## src/rtl/rv_pkg.sv

```systemverilog
// Shared core package: datapath width, bubble encoding, fetch FSM states
// and the IF/ID payload consumed by decode.
package rv_pkg;

  localparam int XLEN = 32;

  // ADDI x0,x0,0 - canonical bubble placed in IF/ID
  localparam logic [XLEN-1:0] NOP_INSTR = 32'h0000_0013;

  typedef enum logic {
    FETCH_RUN  = 1'b0,
    FETCH_HALT = 1'b1
  } fetch_state_t;

  typedef struct packed {
    logic            valid;
    logic [XLEN-1:0] instr;
    logic [XLEN-1:0] pc;
    logic [XLEN-1:0] pc4;
  } ifid_t;

  localparam ifid_t IFID_BUBBLE = '{valid: 1'b0, instr: NOP_INSTR, pc: '0, pc4: '0};

endpackage

```

## src/rtl/if_fetch_unit.sv

```systemverilog
// Instruction fetch: PC register, combinational imem address, IF/ID capture,
// stall/redirect handling and a sticky halt on misaligned redirect targets.
module if_fetch_unit
  import rv_pkg::*;
#(
  parameter logic [XLEN-1:0] RESET_PC = 32'h0000_0000
) (
  input  logic            clk,
  input  logic            rst,
  input  logic            stall,
  input  logic            redirect_valid,
  input  logic [XLEN-1:0] redirect_pc,
  output logic [XLEN-1:0] imem_addr,
  input  logic [XLEN-1:0] imem_instr,
  output logic            ifid_valid,
  output logic [XLEN-1:0] ifid_instr,
  output logic [XLEN-1:0] ifid_pc,
  output logic [XLEN-1:0] ifid_pc4,
  output logic            fetch_err,
  output logic [XLEN-1:0] err_pc,
  output logic [XLEN-1:0] fetch_count
);

  fetch_state_t    state, state_nxt;
  logic [XLEN-1:0] pc_q, pc_nxt;
  ifid_t           ifid_q, ifid_nxt;
  logic            err_q, err_nxt;
  logic [XLEN-1:0] errpc_q, errpc_nxt;
  logic [XLEN-1:0] cnt_q, cnt_nxt;
  logic [XLEN-1:0] pc_plus4;

  // pc+4 wraps modulo 2^32 with no overflow indication
  assign pc_plus4 = pc_q + 32'd4;

  // Next-state: redirect beats stall beats advance; HALT only leaves on rst
  always_comb begin
    state_nxt = state;
    pc_nxt    = pc_q;
    ifid_nxt  = ifid_q;
    err_nxt   = err_q;
    errpc_nxt = errpc_q;
    cnt_nxt   = cnt_q;
    case (state)
      FETCH_RUN: begin
        if (redirect_valid) begin
          ifid_nxt = IFID_BUBBLE;
          if (redirect_pc[1:0] == 2'b00) begin
            pc_nxt = redirect_pc;
          end else begin
            // PC stays put so err_pc/imem_addr show where fetch stopped
            state_nxt = FETCH_HALT;
            err_nxt   = 1'b1;
            errpc_nxt = redirect_pc;
          end
        end else if (!stall) begin
          ifid_nxt = '{valid: 1'b1, instr: imem_instr, pc: pc_q, pc4: pc_plus4};
          pc_nxt   = pc_plus4;
          cnt_nxt  = cnt_q + 32'd1;
        end
      end
      FETCH_HALT: ifid_nxt = IFID_BUBBLE;
      default:    state_nxt = FETCH_RUN;
    endcase
  end

  // State register with synchronous reset
  always_ff @(posedge clk) begin
    if (rst) begin
      state   <= FETCH_RUN;
      pc_q    <= RESET_PC;
      ifid_q  <= IFID_BUBBLE;
      err_q   <= 1'b0;
      errpc_q <= '0;
      cnt_q   <= '0;
    end else begin
      state   <= state_nxt;
      pc_q    <= pc_nxt;
      ifid_q  <= ifid_nxt;
      err_q   <= err_nxt;
      errpc_q <= errpc_nxt;
      cnt_q   <= cnt_nxt;
    end
  end

  assign imem_addr   = pc_q;
  assign ifid_valid  = ifid_q.valid;
  assign ifid_instr  = ifid_q.instr;
  assign ifid_pc     = ifid_q.pc;
  assign ifid_pc4    = ifid_q.pc4;
  assign fetch_err   = err_q;
  assign err_pc      = errpc_q;
  assign fetch_count = cnt_q;

endmodule

```

## config.mk

```make
export PLATFORM = sky130hd
export DESIGN_NAME = if_fetch_unit
export DESIGN_NICKNAME = d
export VERILOG_FILES = /design/src/rtl/rv_pkg.sv /design/src/rtl/if_fetch_unit.sv
export SDC_FILE = /design/constraint.sdc
export NUM_CORES = 1
export LEC_CHECK = 0
export BUFFER_PORTS_ARGS = -buffer_cell sky130_fd_sc_hd__buf_4
export CAP_MARGIN = 5
export CORE_UTILIZATION = 51
export DETAILED_ROUTE_END_ITERATION = 10
export PLACE_DENSITY = 0.84
export SLEW_MARGIN = 5
export SYNTH_ARGS = -nofsm -noshare
export SYNTH_HDL_FRONTEND = slang
export SYNTH_SLANG_ARGS = --single-unit
```

## constraint.sdc

```tcl
create_clock -name clk -period 2.5 [get_ports clk]
set_input_delay 0.125 -clock clk [delete_from_list [all_inputs] [get_ports clk]]
set_output_delay 0.125 -clock clk [all_outputs]
set_load 0.005 [all_outputs]
```

After elaboration in Yosys (flattened, before gate mapping)
Cells that the tools add are included.

storage, ports and cells
  register bits = 195
  latch bits = 0
  bits in writable memories = 0
  memory bits (read-only) = 0
  input bits = 68
  logic and storage cells = 31
  memories kept = 0

operators by class
  add/sub/neg operators = 2
  multipliers = 0
  div/mod/pow operators = 0
  $lt $le $gt $ge = 0
  equal/unequal tests = 3
  shift-type cells = 0
  mux-type cells = 9
  bitwise logic cells = 4
  reductions and logical operators = 4

operator list
  operator                                                          count
  97-bit two-way mux                                                2
  97-bit case mux with 2 select lines                               1
  32-bit two-way mux                                                3
  32-bit by 1-bit adder with 32-bit output (second input constant)  1
  32-bit by 3-bit adder with 32-bit output (second input constant)  1
  3-bit AND reduction                                               3
  2-bit by 1-bit != test with 1-bit output (second input constant)  2
  1-bit inverter                                                    4
  1-bit two-way mux                                                 3
  3-bit != test (second input constant)                             1
  2-bit zero test                                                   1

Depth between registers and ports, before layout
  depth in word-level cells = 4
  gate-level depth with buffers = 8
  mapped depth without buffers = 6

Worst setup path after synthesis
OpenSTA, ideal clock, no wires.

  path kind = register to register
  start point = reg pc_q[3], in the netlist imem_addr[3]
  end point = reg pc_q[28], in the netlist imem_addr[28]
  library setup time = 0.127 ns
  data arrival time = 1.957 ns
  setup slack = 0.416 ns
  stages on the path, launching flop included = 7
  period minus slack after synthesis = 2.084 ns
  cells stage by stage = dfxtp_1 > ha_1 > nand3_2 > nor4_4 > nand4_2 > and3_1 > or3_1

on the way
  cells in the longest elaborated chain, start to end = 3

ends and longest elaborated chain
  what                                      RTL line             RTL
  start, declared                           if_fetch_unit.sv:25  logic [XLEN-1:0] pc_q, pc_nxt;
  start signal, assigned                    if_fetch_unit.sv:77  pc_q <= pc_nxt;
  32-bit by 3-bit adder with 32-bit output  if_fetch_unit.sv:33  assign pc_plus4 = pc_q + 32'd4;
  32-bit two-way mux                        if_fetch_unit.sv:55  end else if (!stall) begin
  32-bit two-way mux                        if_fetch_unit.sv:45  if (redirect_valid) begin

No other way between the ends. The select of a mux whose other input is x is not followed.
A chain may end at the register's enable or synchronous reset.

Final worst setup path
Same ends and word-level chain as after synthesis.

==> impl_metrics.ini <==
[sta]
clock-skew-final_ns = 0.009540
max-slew-margin-rel = 0.4580
period_share = 0.9166
post-route-worst-setup-slack_ns = 0.2085
timing_worst_slew_pin_value_ns = 0.8100
maxClockFrequency_mhz = 436.4
fin_setup_tns_ns = 0
pins_over_their_slew_limit = 0
setup-violations-final = 0
finalHoldViolCount = 1
unrepaired_setup_endpoints_after_global_routing = false
final.min_clock_period_ns = 2.292
fin_hold_ws_ns = -0.006576

[floorplan]
die_height_um = 128.7
core_area_um2 = 15430
io_pins = 262
die_w_um = 128.7
initial_core_util = 0.5305
placementRows = 45
die_area_um2 = 16560

[synth]
synthCells = 949
avgSynthCellArea_um2 = 8.624
yosysWarningCount = 0
ys_seq_area_frac = 0.4721
yosys_register_bits = 193
postSynth.topFlopCell = sky130_fd_sc_hd__dfxtp_1
synth-edff-count = 0
ys_async_sr_fraction = 0
synth.net_count = 1019
syn-cell-area_um2 = 8184
post_synth_num_cell_types = 58

[grt]
antenna_found_initial = 0
wire_length_of_the_first_global_routing_pass_um = 39160
grt_usage = 0.3048
grt_start_max_net_pins = 54
first_global_vias = 7621
grt.overflow.total = 0

[worst_hold_path]
number_of_cells_traversed_by_the_worst_hold_path = 3
worst_hold_path_type = input port to register

[routing]
drc_errors = 0
routed_wl_um = 25350
routed_via_density = 5.525
initialDrtViolationCount = 670
route.detailed.wl_per_inst_um = 17.38
route.vias.total = 8056
first_pass_iters = 5
drtAntennaViolNets = 0

[setup_path]
cp.required_ns = 2.82
arrival_time_at_the_worst_endpoint_ns = 2.61
critical_path_class = register to register
worstSetupEndpointType = register
number_of_cells_traversed_by_the_worst_register_to_register_path = 6
start_kind = register
largest_fanout_on_the_critical_path = 8

[final_layout]
fraction_of_final_layout_cells_with_drive_strength_greater_than_1 = 0.2719
num_antenna_cells = 0
layout.filler_cells = 1123
finalNetCount = 1304
synthToLayoutAreaGrowth_pct = 40.44

[power]
clock_power_share = 0.414
power.share.switching = 0.2375
power.density_nw_per_um2 = 589.6
power.share.combinational = 0.108
totalPowerFinal_mw = 6.777
switching_power_mw = 1.609
p_seq_frac = 0.478
vdd_drop_max_v = 0.0004851
p_int_mw = 5.167
power_leakage_nw = 4.947

[cts]
clk_pin_slew_ns = 0.07
htree_levels = 4
cts_tree = done
cts.repair_timing.setup_buffer_count = 0
ctsRootBufferMaster = sky130_fd_sc_hd__clkbuf_16
clock_sink_count = 193
post_cts_resize_count = 0
cts_made_buffers = 17
cts_max_path_buffers = 2
worst_skew_pair.late_latency_ns = 0.43

[placement]
portBuffers = 261
dp.final_hpwl_um = 16920
pre_cts_ws_ns = 0.2786
place_congestion = 0.9161

[run_status]
failed_checks = hold timing
run_status = complete, but fails checks

[job]
max-cap-violations = 0
[timing repair]
item / CTS / global route
hold endpoints to repair: 66 / 0
endpoints found under the setup margin: 0 / 0
hold buffers: 63 / 0
[cells by family after synthesis]
family / count (synthesis) / synth area share
and+or+nand+nor: 379 / 0.2261
DFF: 193 / 0.4721
AOI/OAI and AO/OA: 190 / 0.1405
buffers and inverters: 86 / 0.04541
xor gates and xnor gates: 55 / 0.05886
muxes: 44 / 0.05397
adders and majority gates: 2 / 0.003057
[flip-flops by register name, summed over array words and instances (netlist names)]
name and cells:
state 1, ifid_pc4 30, err_pc 32, fetch_err 1
ifid_valid 1, fetch_count 32, ifid_pc 32, imem_addr 32
ifid_instr 32
[final timing paths]
kind / startpoint / end / slack [ns]
worst max-delay path: imem_addr[3]$_SDFFE_PP0P_ / imem_addr[28]$_SDFFE_PP0P_ / 0.21
worst max register to register: imem_addr[3]$_SDFFE_PP0P_ / imem_addr[28]$_SDFFE_PP0P_ / 0.21
worst min-delay path: imem_instr[10] / ifid_instr[10]$_SDFFE_PP0P_ / -0.007
worst min register to register: err_pc[9]$_SDFFE_PP0P_ / err_pc[9]$_SDFFE_PP0P_ / 0.45
[worst max-delay path, stage by stage, from the launching register on]
cell	delay, ns
sky130_fd_sc_hd__dfxtp_1	0.47
sky130_fd_sc_hd__ha_1	0.32
sky130_fd_sc_hd__nand3_2	0.21
sky130_fd_sc_hd__nor4_4	0.45
sky130_fd_sc_hd__nand4_2	0.19
sky130_fd_sc_hd__and3_1	0.20
sky130_fd_sc_hd__or3_1	0.33
[per-stage QoR]
stage                     cell area [µm²]  instances    util  hold slack, ns
final                               11490       1458  0.7450       -0.006576
after global routing                11490       1458  0.7450         0.02530
after CTS                           11490       1458  0.7450         0.01907
after detailed placement            10260       1363  0.6649          0.3412
after global placement              10260       1363  0.6649          0.3390
after floorplan                      8184        949       -          0.2501
[layout by cell type, fill, tap and decap left out, types with 9 or more instances in the layout]
cell type and instances:
sky130_fd_sc_hd__dfxtp_1 193, sky130_fd_sc_hd__nand2_1 116, sky130_fd_sc_hd__buf_4 283, sky130_fd_sc_hd__a22oi_1 30
sky130_fd_sc_hd__nand4_1 18, sky130_fd_sc_hd__and3_1 20, sky130_fd_sc_hd__or3_1 11, sky130_fd_sc_hd__clkbuf_16 17
sky130_fd_sc_hd__nand3_1 32, sky130_fd_sc_hd__xor2_1 38, sky130_fd_sc_hd__xnor2_1 17, sky130_fd_sc_hd__mux2i_1 43
sky130_fd_sc_hd__and4_1 9, sky130_fd_sc_hd__a21oi_1 83, sky130_fd_sc_hd__nor2_1 131, sky130_fd_sc_hd__o21ai_0 37
sky130_fd_sc_hd__dlygate4sd3_1 63, sky130_fd_sc_hd__nor3_1 10
[power by group through the flow]
stage	Sequential (mW)	Clock, mW	Combinational, mW
2_1_floorplan	3.29	0	0.329
3_3_place_gp	3.30	0	0.627
3_5_place_dp	3.31	0	0.635
4_1_cts	3.24	2.82	0.719
5_1_grt	3.25	2.97	0.788
6_report	3.24	2.80	0.731
[cells in the mapped netlist (3+ instances only)]
cell type                   count  area (µm²)
sky130_fd_sc_hd__a211oi_1       4       30.03
sky130_fd_sc_hd__clkbuf_1      42       157.7
sky130_fd_sc_hd__nand3_1       32       160.2
sky130_fd_sc_hd__or3_1         11       68.82
sky130_fd_sc_hd__nand2b_1       3       18.77
sky130_fd_sc_hd__nor3_1        13       65.06
sky130_fd_sc_hd__nand2_1      116       435.4
sky130_fd_sc_hd__a22oi_1       30       225.2
sky130_fd_sc_hd__o31ai_1        5       37.54
sky130_fd_sc_hd__inv_1          5       18.77
sky130_fd_sc_hd__a31oi_1        4       25.02
sky130_fd_sc_hd__xnor2_1       17       148.9
sky130_fd_sc_hd__buf_1         13       48.80
sky130_fd_sc_hd__dfxtp_1      193        3864
sky130_fd_sc_hd__a22o_1         5       43.79
sky130_fd_sc_hd__o2bb2ai_1      4       35.03
sky130_fd_sc_hd__nand4_1       18       112.6
sky130_fd_sc_hd__and4_1         9       78.83
sky130_fd_sc_hd__and2_1         3       18.77
sky130_fd_sc_hd__o21ai_0       37       185.2
sky130_fd_sc_hd__buf_2         20       100.1
sky130_fd_sc_hd__xor2_1        38       332.8
sky130_fd_sc_hd__and3_1        20       125.1
sky130_fd_sc_hd__nor2_1       132       495.5
sky130_fd_sc_hd__mux2i_1       43       430.4
sky130_fd_sc_hd__a21oi_1       83       415.4
sky130_fd_sc_hd__buf_4          3       22.52
[routing by layer]
metal | vias up | part of all wire | track usage
met5 | - | 0 | 0
met4 | 0 | 0.049 | 0.1661
met3 | 82 | 0.059 | 0.05863
met2 | 324 | 0.49 | 0.5122
met1 | 3788 | 0.40 | 0.3686
li1 | 3862 | - | -
[final cells by class]
type / instances / area [µm²] / area share
timing repair buffer: 347 / 2775 / 0.2415
clock buffer: 22 / 474.2 / 0.04126
clock inverter: 10 / 131.4 / 0.01143
multi-input combinational: 670 / 3966 / 0.3451
tap: 211 / 264.0 / 0.02297
inverter: 5 / 18.77 / 0.001633
sequential: 193 / 3864 / 0.3362
Note: power is estimated with default switching activity, not from simulation.
